### src/rtl/alarm_pkg.sv
// Shared definitions for the vehicle anti-theft controller: state encoding,
// delay-slot select codes and the debug state width.
package alarm_pkg;

    localparam int STATE_W = 3;

    typedef enum logic [STATE_W-1:0] {
        ARMED      = 3'd0,
        TRIGGERED  = 3'd1,
        SOUND      = 3'd2,
        HOLD       = 3'd3,
        DISARMED   = 3'd4,
        WAIT_OPEN  = 3'd5,
        WAIT_CLOSE = 3'd6,
        ARM_DLY    = 3'd7
    } state_t;

    localparam logic [1:0] SEL_ARM = 2'd0;
    localparam logic [1:0] SEL_DRV = 2'd1;
    localparam logic [1:0] SEL_PAS = 2'd2;
    localparam logic [1:0] SEL_ALM = 2'd3;

    // States whose exit depends on the countdown timer
    function automatic logic is_timed(input state_t s);
        return (s == TRIGGERED) || (s == HOLD) || (s == ARM_DLY);
    endfunction

endpackage

### src/rtl/alarm_timer.sv
// Countdown timer: a TICK_DIV prescaler feeding a CNT_W tick counter.
// A load of N raises expire for one cycle N*TICK_DIV cycles later (N=0: next
// cycle). clear abandons a running countdown. The prescaler free-runs when
// idle and its wrap is exported as tick; load and expire both restart it so
// the tick phase is aligned to the start of the state that follows.
module alarm_timer #(
    parameter int CNT_W    = 4,
    parameter int TICK_DIV = 27000000
) (
    input  logic             clock,
    input  logic             reset,
    input  logic             load,
    input  logic             clear,
    input  logic [CNT_W-1:0] value,
    output logic             expire,
    output logic             tick
);

    localparam int               PRE_W   = (TICK_DIV > 1) ? $clog2(TICK_DIV) : 1;
    localparam logic [PRE_W-1:0] PRE_MAX = PRE_W'(TICK_DIV - 1);

    logic [PRE_W-1:0] pre;
    logic [CNT_W-1:0] cnt;
    logic             active;

    assign tick   = (pre == '0);
    assign expire = active && ((cnt == '0) || ((cnt == CNT_W'(1)) && tick));

    // Prescaler, tick counter and running flag
    always_ff @(posedge clock or posedge reset) begin
        if (reset) begin
            pre    <= PRE_MAX;
            cnt    <= '0;
            active <= 1'b0;
        end else if (load) begin
            pre    <= PRE_MAX;
            cnt    <= value;
            active <= 1'b1;
        end else if (expire) begin
            pre    <= PRE_MAX;
            active <= 1'b0;
        end else begin
            pre <= tick ? PRE_MAX : pre - PRE_W'(1);
            if (clear) begin
                active <= 1'b0;
            end else if (active && tick) begin
                cnt <= cnt - CNT_W'(1);
            end
        end
    end

endmodule

### src/rtl/alarm_fsm_multi.sv
// Vehicle anti-theft controller with N door sensors, an internal tick timer
// and run-time programmable delays (prog/time_sel/time_value).
// Build option: define FUEL_PUMP_LOCK_EN to require hidden & brakepedal
// while disarmed before the fuel pump is enabled.
module alarm_fsm_multi
    import alarm_pkg::*;
#(
    parameter int NUM_DOORS  = 4,
    parameter int DRIVER_IDX = 0,
    parameter int CNT_W      = 4,
    parameter int TICK_DIV   = 27000000,
    parameter int T_ARM_DEF  = 6,
    parameter int T_DRV_DEF  = 8,
    parameter int T_PAS_DEF  = 15,
    parameter int T_ALM_DEF  = 10
) (
    input  logic                 clock,
    input  logic                 reset,
    input  logic [NUM_DOORS-1:0] doors,
    input  logic                 ignition,
    input  logic                 hidden,
    input  logic                 brakepedal,
    input  logic                 prog,
    input  logic [1:0]           time_sel,
    input  logic [CNT_W-1:0]     time_value,
    output logic                 fuelpump,
    output logic                 status,
    output logic                 siren,
    output logic [STATE_W-1:0]   state_o
);

    localparam logic [NUM_DOORS-1:0] DRV_MASK = NUM_DOORS'(1) << DRIVER_IDX;

    state_t           state;
    state_t           nxt;
    logic [CNT_W-1:0] t_arm, t_drv, t_pas, t_alm;
    logic             tmr_load;
    logic [CNT_W-1:0] tmr_value;
    logic             tmr_clear;
    logic             tmr_expire;
    logic             tmr_tick;
    logic             driver_open;
    logic             other_open;
    logic             any_open;

    assign driver_open = doors[DRIVER_IDX];
    assign other_open  = |(doors & ~DRV_MASK);
    assign any_open    = |doors;
    assign tmr_clear   = !is_timed(state);
    assign state_o     = state;

`ifndef FUEL_PUMP_LOCK_EN
    logic unused_lock_inputs;
    assign unused_lock_inputs = hidden ^ brakepedal;
`endif

    // Programmable delay slots; a load in the same cycle still sees the old value
    always_ff @(posedge clock or posedge reset) begin
        if (reset) begin
            t_arm <= CNT_W'(T_ARM_DEF);
            t_drv <= CNT_W'(T_DRV_DEF);
            t_pas <= CNT_W'(T_PAS_DEF);
            t_alm <= CNT_W'(T_ALM_DEF);
        end else if (prog) begin
            case (time_sel)
                SEL_ARM: t_arm <= time_value;
                SEL_DRV: t_drv <= time_value;
                SEL_PAS: t_pas <= time_value;
                SEL_ALM: t_alm <= time_value;
                default: ;
            endcase
        end
    end

    // Next-state decision and the timer load that accompanies entry to a timed state
    always_comb begin
        nxt       = state;
        tmr_load  = 1'b0;
        tmr_value = '0;
        case (state)
            ARMED: begin
                if (ignition) begin
                    nxt = DISARMED;
                end else if (driver_open) begin
                    nxt       = TRIGGERED;
                    tmr_load  = 1'b1;
                    tmr_value = t_drv;
                end else if (other_open) begin
                    nxt       = TRIGGERED;
                    tmr_load  = 1'b1;
                    tmr_value = t_pas;
                end
            end
            TRIGGERED: begin
                if (ignition)        nxt = DISARMED;
                else if (tmr_expire) nxt = SOUND;
            end
            SOUND: begin
                if (ignition) begin
                    nxt = DISARMED;
                end else if (!any_open) begin
                    nxt       = HOLD;
                    tmr_load  = 1'b1;
                    tmr_value = t_alm;
                end
            end
            HOLD: begin
                if (ignition)        nxt = DISARMED;
                else if (any_open)   nxt = SOUND;
                else if (tmr_expire) nxt = ARMED;
            end
            DISARMED: begin
                if (!ignition) nxt = WAIT_OPEN;
            end
            WAIT_OPEN: begin
                if (ignition)         nxt = DISARMED;
                else if (driver_open) nxt = WAIT_CLOSE;
            end
            WAIT_CLOSE: begin
                if (ignition) begin
                    nxt = DISARMED;
                end else if (!driver_open) begin
                    nxt       = ARM_DLY;
                    tmr_load  = 1'b1;
                    tmr_value = t_arm;
                end
            end
            ARM_DLY: begin
                if (ignition)         nxt = DISARMED;
                else if (driver_open) nxt = WAIT_CLOSE;
                else if (tmr_expire)  nxt = ARMED;
            end
            default: nxt = ARMED;
        endcase
    end

    alarm_timer #(
        .CNT_W    (CNT_W),
        .TICK_DIV (TICK_DIV)
    ) u_timer (
        .clock  (clock),
        .reset  (reset),
        .load   (tmr_load),
        .clear  (tmr_clear),
        .value  (tmr_value),
        .expire (tmr_expire),
        .tick   (tmr_tick)
    );

    // State register with outputs registered from the next state
    always_ff @(posedge clock or posedge reset) begin
        if (reset) begin
            state    <= ARMED;
            siren    <= 1'b0;
            status   <= 1'b0;
            fuelpump <= 1'b0;
        end else begin
            state <= nxt;
            siren <= (nxt == SOUND) || (nxt == HOLD);
            case (nxt)
                ARMED:                  status <= (state == ARMED) ? (status ^ tmr_tick) : 1'b0;
                TRIGGERED, SOUND, HOLD: status <= 1'b1;
                default:                status <= 1'b0;
            endcase
`ifdef FUEL_PUMP_LOCK_EN
            fuelpump <= (nxt == DISARMED) &&
                        (fuelpump || ((state == DISARMED) && hidden && brakepedal));
`else
            fuelpump <= (nxt == DISARMED) && ignition;
`endif
        end
    end

endmodule
### config.mk
export PLATFORM = sky130hd
export DESIGN_NAME = alarm_fsm_multi
export DESIGN_NICKNAME = d
export VERILOG_FILES = /design/src/rtl/alarm_pkg.sv /design/src/rtl/alarm_timer.sv /design/src/rtl/alarm_fsm_multi.sv
export SDC_FILE = /design/constraint.sdc
export NUM_CORES = 1
export LEC_CHECK = 0
export CORE_MARGIN = 2
export CORE_UTILIZATION = 55
export CTS_CLUSTER_DIAMETER = 200
export DETAILED_ROUTE_END_ITERATION = 8
export PLACE_DENSITY = 0.87
export RECOVER_POWER = 50
export REMOVE_ABC_BUFFERS = 1
export SKIP_CTS_REPAIR_TIMING = 1
export SLEW_MARGIN = 10
export SYNTH_ARGS = -nofsm -noshare
export SYNTH_HDL_FRONTEND = slang
export SYNTH_HIERARCHICAL = 1
export SYNTH_SLANG_ARGS = --single-unit
### constraint.sdc
create_clock -name clock -period 3.3 [get_ports clock]
set_input_delay 0.66 -clock clock [delete_from_list [all_inputs] [get_ports clock]]
set_output_delay 0.66 -clock clock [all_outputs]
set_load 0.03 [all_outputs]
; ---- Word level (Yosys, flattened, before mapping)
; Index checks and enable logic that the tools add are counted.
[classes]
n_addsub = 2
mul = 0
div = 0
n_lt_le_gt_ge = 0
n_eq_ne = 17
n_shift = 0
n_mux = 46
n_bitwise = 1
n_reduce_logical = 23
[ops]
columns = operator, n
row1 = 25-bit two-way mux, 3
row2 = 3-bit two-way mux, 17
row3 = 4-bit two-way mux, 11
row4 = 25-bit zero test, 1
row5 = 25-bit by 1-bit subtractor with 25-bit output (second input constant), 1
row6 = 3-bit case mux with 8 select lines, 1
row7 = 3-bit equality test (second input constant), 5
row8 = 3-bit by 2-bit equality test with 1-bit output (second input constant), 4
row9 = 4-bit case mux with 3 select lines, 1
row10 = 1-bit two-way mux, 11
row11 = 2-bit AND reduction, 4
row12 = 3-bit by 1-bit equality test with 1-bit output (second input constant), 2
row13 = 3-bit zero test, 2
row14 = 3-bit OR reduction, 2
row15 = 2-bit equality test (second input constant), 2
row16 = 4-bit by 1-bit equality test with 1-bit output (second input constant), 1
row17 = 1-bit logical AND, 4
row18 = 4-bit zero test, 1
row19 = 1-bit logical OR, 4
row20 = 2-bit nonzero test, 2
row21 = 4-bit OR reduction, 1
row22 = 4-bit by 1-bit subtractor with 4-bit output (second input constant), 1
row23 = 3-bit != test (second input constant), 1
row24 = 1-bit case mux with 3 select lines, 1
row25 = 6 further kinds, 6
[totals]
register_bits = 52
latchBits = 0
mem_bits_rw = 0
romBits = 0
input_bits = 16
out_inout_bits = 6
elab_cells = 100
mem_count = 0

; ---- Depth between registers and ports, before layout
[logic_depth]
depth_word = 11
ltp_mapped = 12
depth_no_buf = 11

; ---- Hierarchy
; The synthesis kept the hierarchy.
[by_module_without_submodules]
columns = mod, instances, cells_per_inst, area_per_inst_um2, seq_area_each_um2
row1 = alarm_timer, 1, 169, 1667.8, 774.5
row2 = alarm_fsm_multi, 1, 98, 1154.9, 561.8

; ---- Worst setup path before layout
; OpenSTA, ideal clock, no wires.
[synth_path]
kind = reg2reg
from = register u_timer.pre[0]
to = register status
setup_time_ns = 0.119
arrival_ns = 2.525
required_ns = 3.181
path_slack_ns = 0.656
path_stages_with_launch = 13
path_buffers = 1
period_less_slack_ns = 2.644
cell_sequence = dfstp_2 -> inv_1 -> ha_1 -> or4b_4 -> nor4_4 -> buf_6 -> nand4_1 -> a21oi_1 -> nor2b_1 -> o31a_1 -> a21oi_1 -> a221oi_2 -> o21a_1
[synth_between]
elab_chain_cells = 11
elab_cells_between_ends = 20
classes_between = eq/ne: 3 / mux: 10 / bitwise: 1 / reduce/logical: 6
[synth_rtl]
columns = element, line_no
row1 = from (decl), alarm_timer.sv:22  ; logic [PRE_W-1:0] pre;
row2 = from (signal assigned), alarm_timer.sv:43  ; pre <= tick ? PRE_MAX : pre - PRE_W'(1);
row3 = 25-bit zero test (*), alarm_timer.sv:26  ; assign tick = (pre == '0);
row4 = 1-bit logical AND (*), alarm_timer.sv:27  ; assign expire = active && ((cnt == '0) || ((cnt == CNT_W'(1)) && tick));
row5 = 1-bit logical OR (*), alarm_timer.sv:27
row6 = 1-bit logical AND (*), alarm_timer.sv:27
row7 = net tmr_expire, alarm_fsm_multi.sv:40  ; logic tmr_expire;
row8 = 3-bit two-way mux, "alarm_fsm_multi.sv:110, alarm_fsm_multi.sv:131"
row9 = 3-bit two-way mux (on tied branches), "alarm_fsm_multi.sv:130, alarm_fsm_multi.sv:109"
row10 = 3-bit two-way mux (on tied branches), "alarm_fsm_multi.sv:129, alarm_fsm_multi.sv:108"
row11 = 3-bit case mux with 8 select lines (*), alarm_fsm_multi.sv:80  ; case (state)
row12 = 3-bit by 2-bit equality test with 1-bit output / 3-bit by 1-bit equality test with 1-bit output (equally long branches), alarm_fsm_multi.sv:160  ; case (nxt)
row13 = 3-bit OR reduction, alarm_fsm_multi.sv:160
row14 = 1-bit case mux with 2 select lines (*), alarm_fsm_multi.sv:160
row15 = to (signal assigned), alarm_fsm_multi.sv:161  ; ARMED: status <= (state == ARMED) ? (status ^ tmr_tick) : 1'b0;
row16 = to (decl), alarm_fsm_multi.sv:27  ; output logic status,
; The timed path passes the listed nets; every way through them passes the cells marked *.
; A chain may end at the register's enable or synchronous reset.

; ---- Worst setup path after layout
; Ends and elaborated chain as after synthesis.

==> run metrics <==
clk sinks=52; Synth Area in XOR/XNOR=6.516%; Die Footprint=5721 sq um; share of Yosys cell area claimed by the top area cell type=26.06%; total gr overflow=0; final instance area=3189 sq um; initial antenna violation count=0; Clk pin slew, worst setup/hold paths=80 ps; crit-path cells=inv_1, ha_1, or4b_4, nor4_4, nand4_1, a21oi_1, nor2b_1, o31a_1, a21oi_1, a221oi_2, o21a_1; total wire length=5.435 mm; Die Height=75.64 microns; Critical Path Most Common Cell=a21oi_1; critical path's top delay family=simple AND/OR/NAND/NOR gates; gpl congestion=0.8157; sequential cell area=1336 sq um; largest net degree at the start of global routing=23; IO Pins=22; final hold violations=0; maximum root-to-sink buffer count=2; fill count=395; overall power=0.001540 W; Tmin final=2805 ps; syn_area_per_cell=10.57 sq um; Cell variety after synth=52; Wirelength per Cell=14.97 microns; Gate power share=19.9%; Max Clock Skew=12.37 ps; CP endpoint kind=flip-flop; sw frac=29.63%; PD cells=482.8 nW/um^2; main combinational cell family by area after synthesis=simple AND/OR/NAND/NOR gates; CP max stage cell=or4b_4; MaxCap Viol Count=0; Async SR Flop Fraction=100.0%; hpwl dp=4.052 mm; Setup TNS=0 ps; RSZ-0062 raised after global routing=false; core area=5042 sq um; sequential share of the synthesized area=47.34%; die width=75.64 microns; synth top area cells=dfstp_2, dfrtp_1, mux2_2; CTS tree=built; Mapped Cells=267; Critical Path AT=3000 ps; multi-input logic area=1393 sq um; post-synthesis simple-gate area fraction=23.36%; Buf+Inv Stages, Crit Path=1; multiplexer share of the synthesized area=8.511%; Pins Over Slew Limit=0; startpoint types=flip-flop; Cell Area, Synth=2823 sq um; Fmax=356.5 MHz; Clk pwr share=23.5%; VDD IR max=0.3733 mV; Reg power frac=56.6%; crit path kind=flip-flop to flip-flop; most frequent cell after synthesis=nand2_1; worst-path fanout max=5; # setup viols final=0; DR iter-0 viols=103; share of cells above drive strength 1=23.89%; Most used DFF post-synth=dfstp_2; nets=312; Synth Area in Adders=1.773%; Slew headroom=43.83%; initial core utilization=55.98%; status=finished clean; vias in the first global route=2052; CTS buffer count=5; HP Class=flip-flop to flip-flop; area leader, netlist=dfstp_2; worst path required time=3500 ps; H-tree levels=2; P&R area growth vs syn=12.99%; via/cell ratio=5.716; IO Port Bufs=19; critical path's largest stage delay=530 ps; Post-synth EDFFs=0; Ys Warns=6; DR pass1 iterations=4; internal power=0.001084 W; Commonest cells post-synth=nand2_1, dfstp_2, dfrtp_1; R2R Setup Slk=490 ps; Seq cells post-synth=52; CTS Root Cell=clkbuf_8; worst slew pin tran=841.6 ps; P_sw=0.0004562 W; vias=2075; leak pwr=1.259 nW; Rows=26; Final ANT Viol Nets=0; placed cell area=3104 sq um; worst skew pair latency=310 ps; period utilization=85.00%; Ant. Diodes=0; Synth Area in Compound Gates=9.176%; overall routing resource usage=20.97%; drc violations=0; first-pass GRT wire length=9.101 mm
==> metal layers <==
metal / up-vias / track usage [%] / part of all wire [%]
met5: - / 0 / 0
met4: 0 / 5.848 / 1.3
met3: 8 / 4.365 / 2.7
met2: 34 / 37.20 / 53
met1: 1041 / 25.90 / 42
li1: 992 / - / -
==> power groups by stage <==
stage / Sequential [W] / Clock, W / Combinational [W]
final: 0.000871 / 0.000362 / 0.000307
after global routing: 0.000884 / 0.000400 / 0.000345
after CTS: 0.000870 / 0.000372 / 0.000311
after detailed placement: 0.000881 / 0 / 0.000308
after global placement: 0.000873 / 0 / 0.000291
after floorplan: 0.000862 / 0 / 0.000229
==> state kept, by name, indices dropped and copies added (netlist names), 3 cells and up <==
| name | cells |
|---|---|
| u_timer/pre | 25 |
| t_alm | 4 |
| t_arm | 4 |
| t_drv | 4 |
| t_pas | 4 |
| u_timer/cnt | 4 |
| state_o | 3 |
==> cell families (layout without fill, tap and decap cells) <==
group                    after synthesis  in the layout
AO/OA/AOI/OAI                         37             37
AND/OR/NAND/NOR                      112            112
XOR/XNOR                              21             21
buffers and inverters                 19             45
flip-flops                            52             52
adder cells (fa/ha/maj)                4              4
multiplexers                          22             22
==> final cells by class <==
class | count | area share, %
clock buffers | 6 | 2.275
clock inverters | 2 | 0.5100
inverters | 10 | 1.177
multi-input cells | 196 | 43.66
flip-flops and latches | 52 | 41.90
well taps | 70 | 2.746
repair buffers | 27 | 7.729
==> final timing paths <==
kind	startpoint	end	cells past startpoint
worst max-delay path	u_timer/pre[0]	status	11
worst max register to register	u_timer/pre[0]	status	11
worst min register to register	u_timer/pre[0]	u_timer/pre[0]	1
min in group asynchronous	reset	u_timer/pre[6]	2
worst min-delay path	u_timer/pre[0]	u_timer/pre[0]	1
max in group asynchronous	reset	u_timer/pre[18]	3
==> cells in the final DEF (no fill, tap or decap), types with 10 or more instances in the layout <==
| master | n |
|---|---|
| dfrtp_1 | 24 |
| xor2_1 | 10 |
| clkdlybuf4s50_1 | 16 |
| nor3_1 | 10 |
| nand2_1 | 29 |
| inv_1 | 10 |
| mux2_2 | 16 |
| dfstp_2 | 28 |
| nor2_1 | 23 |
| xnor2_1 | 11 |
==> metrics by stage <==
stage,hold WS [ps],std cells,util (%),worst slack [ps]
4_1_cts,463.8,363,63.33,513.4
5_1_grt,475.2,363,63.25,336.1
2_1_floorplan,425.9,258,-,458.8
3_3_place_gp,435.0,355,61.56,538.2
3_5_place_dp,442.6,355,61.56,485.0
6_report,456.9,363,63.25,495.0
(Power assumes the default switching activity.)
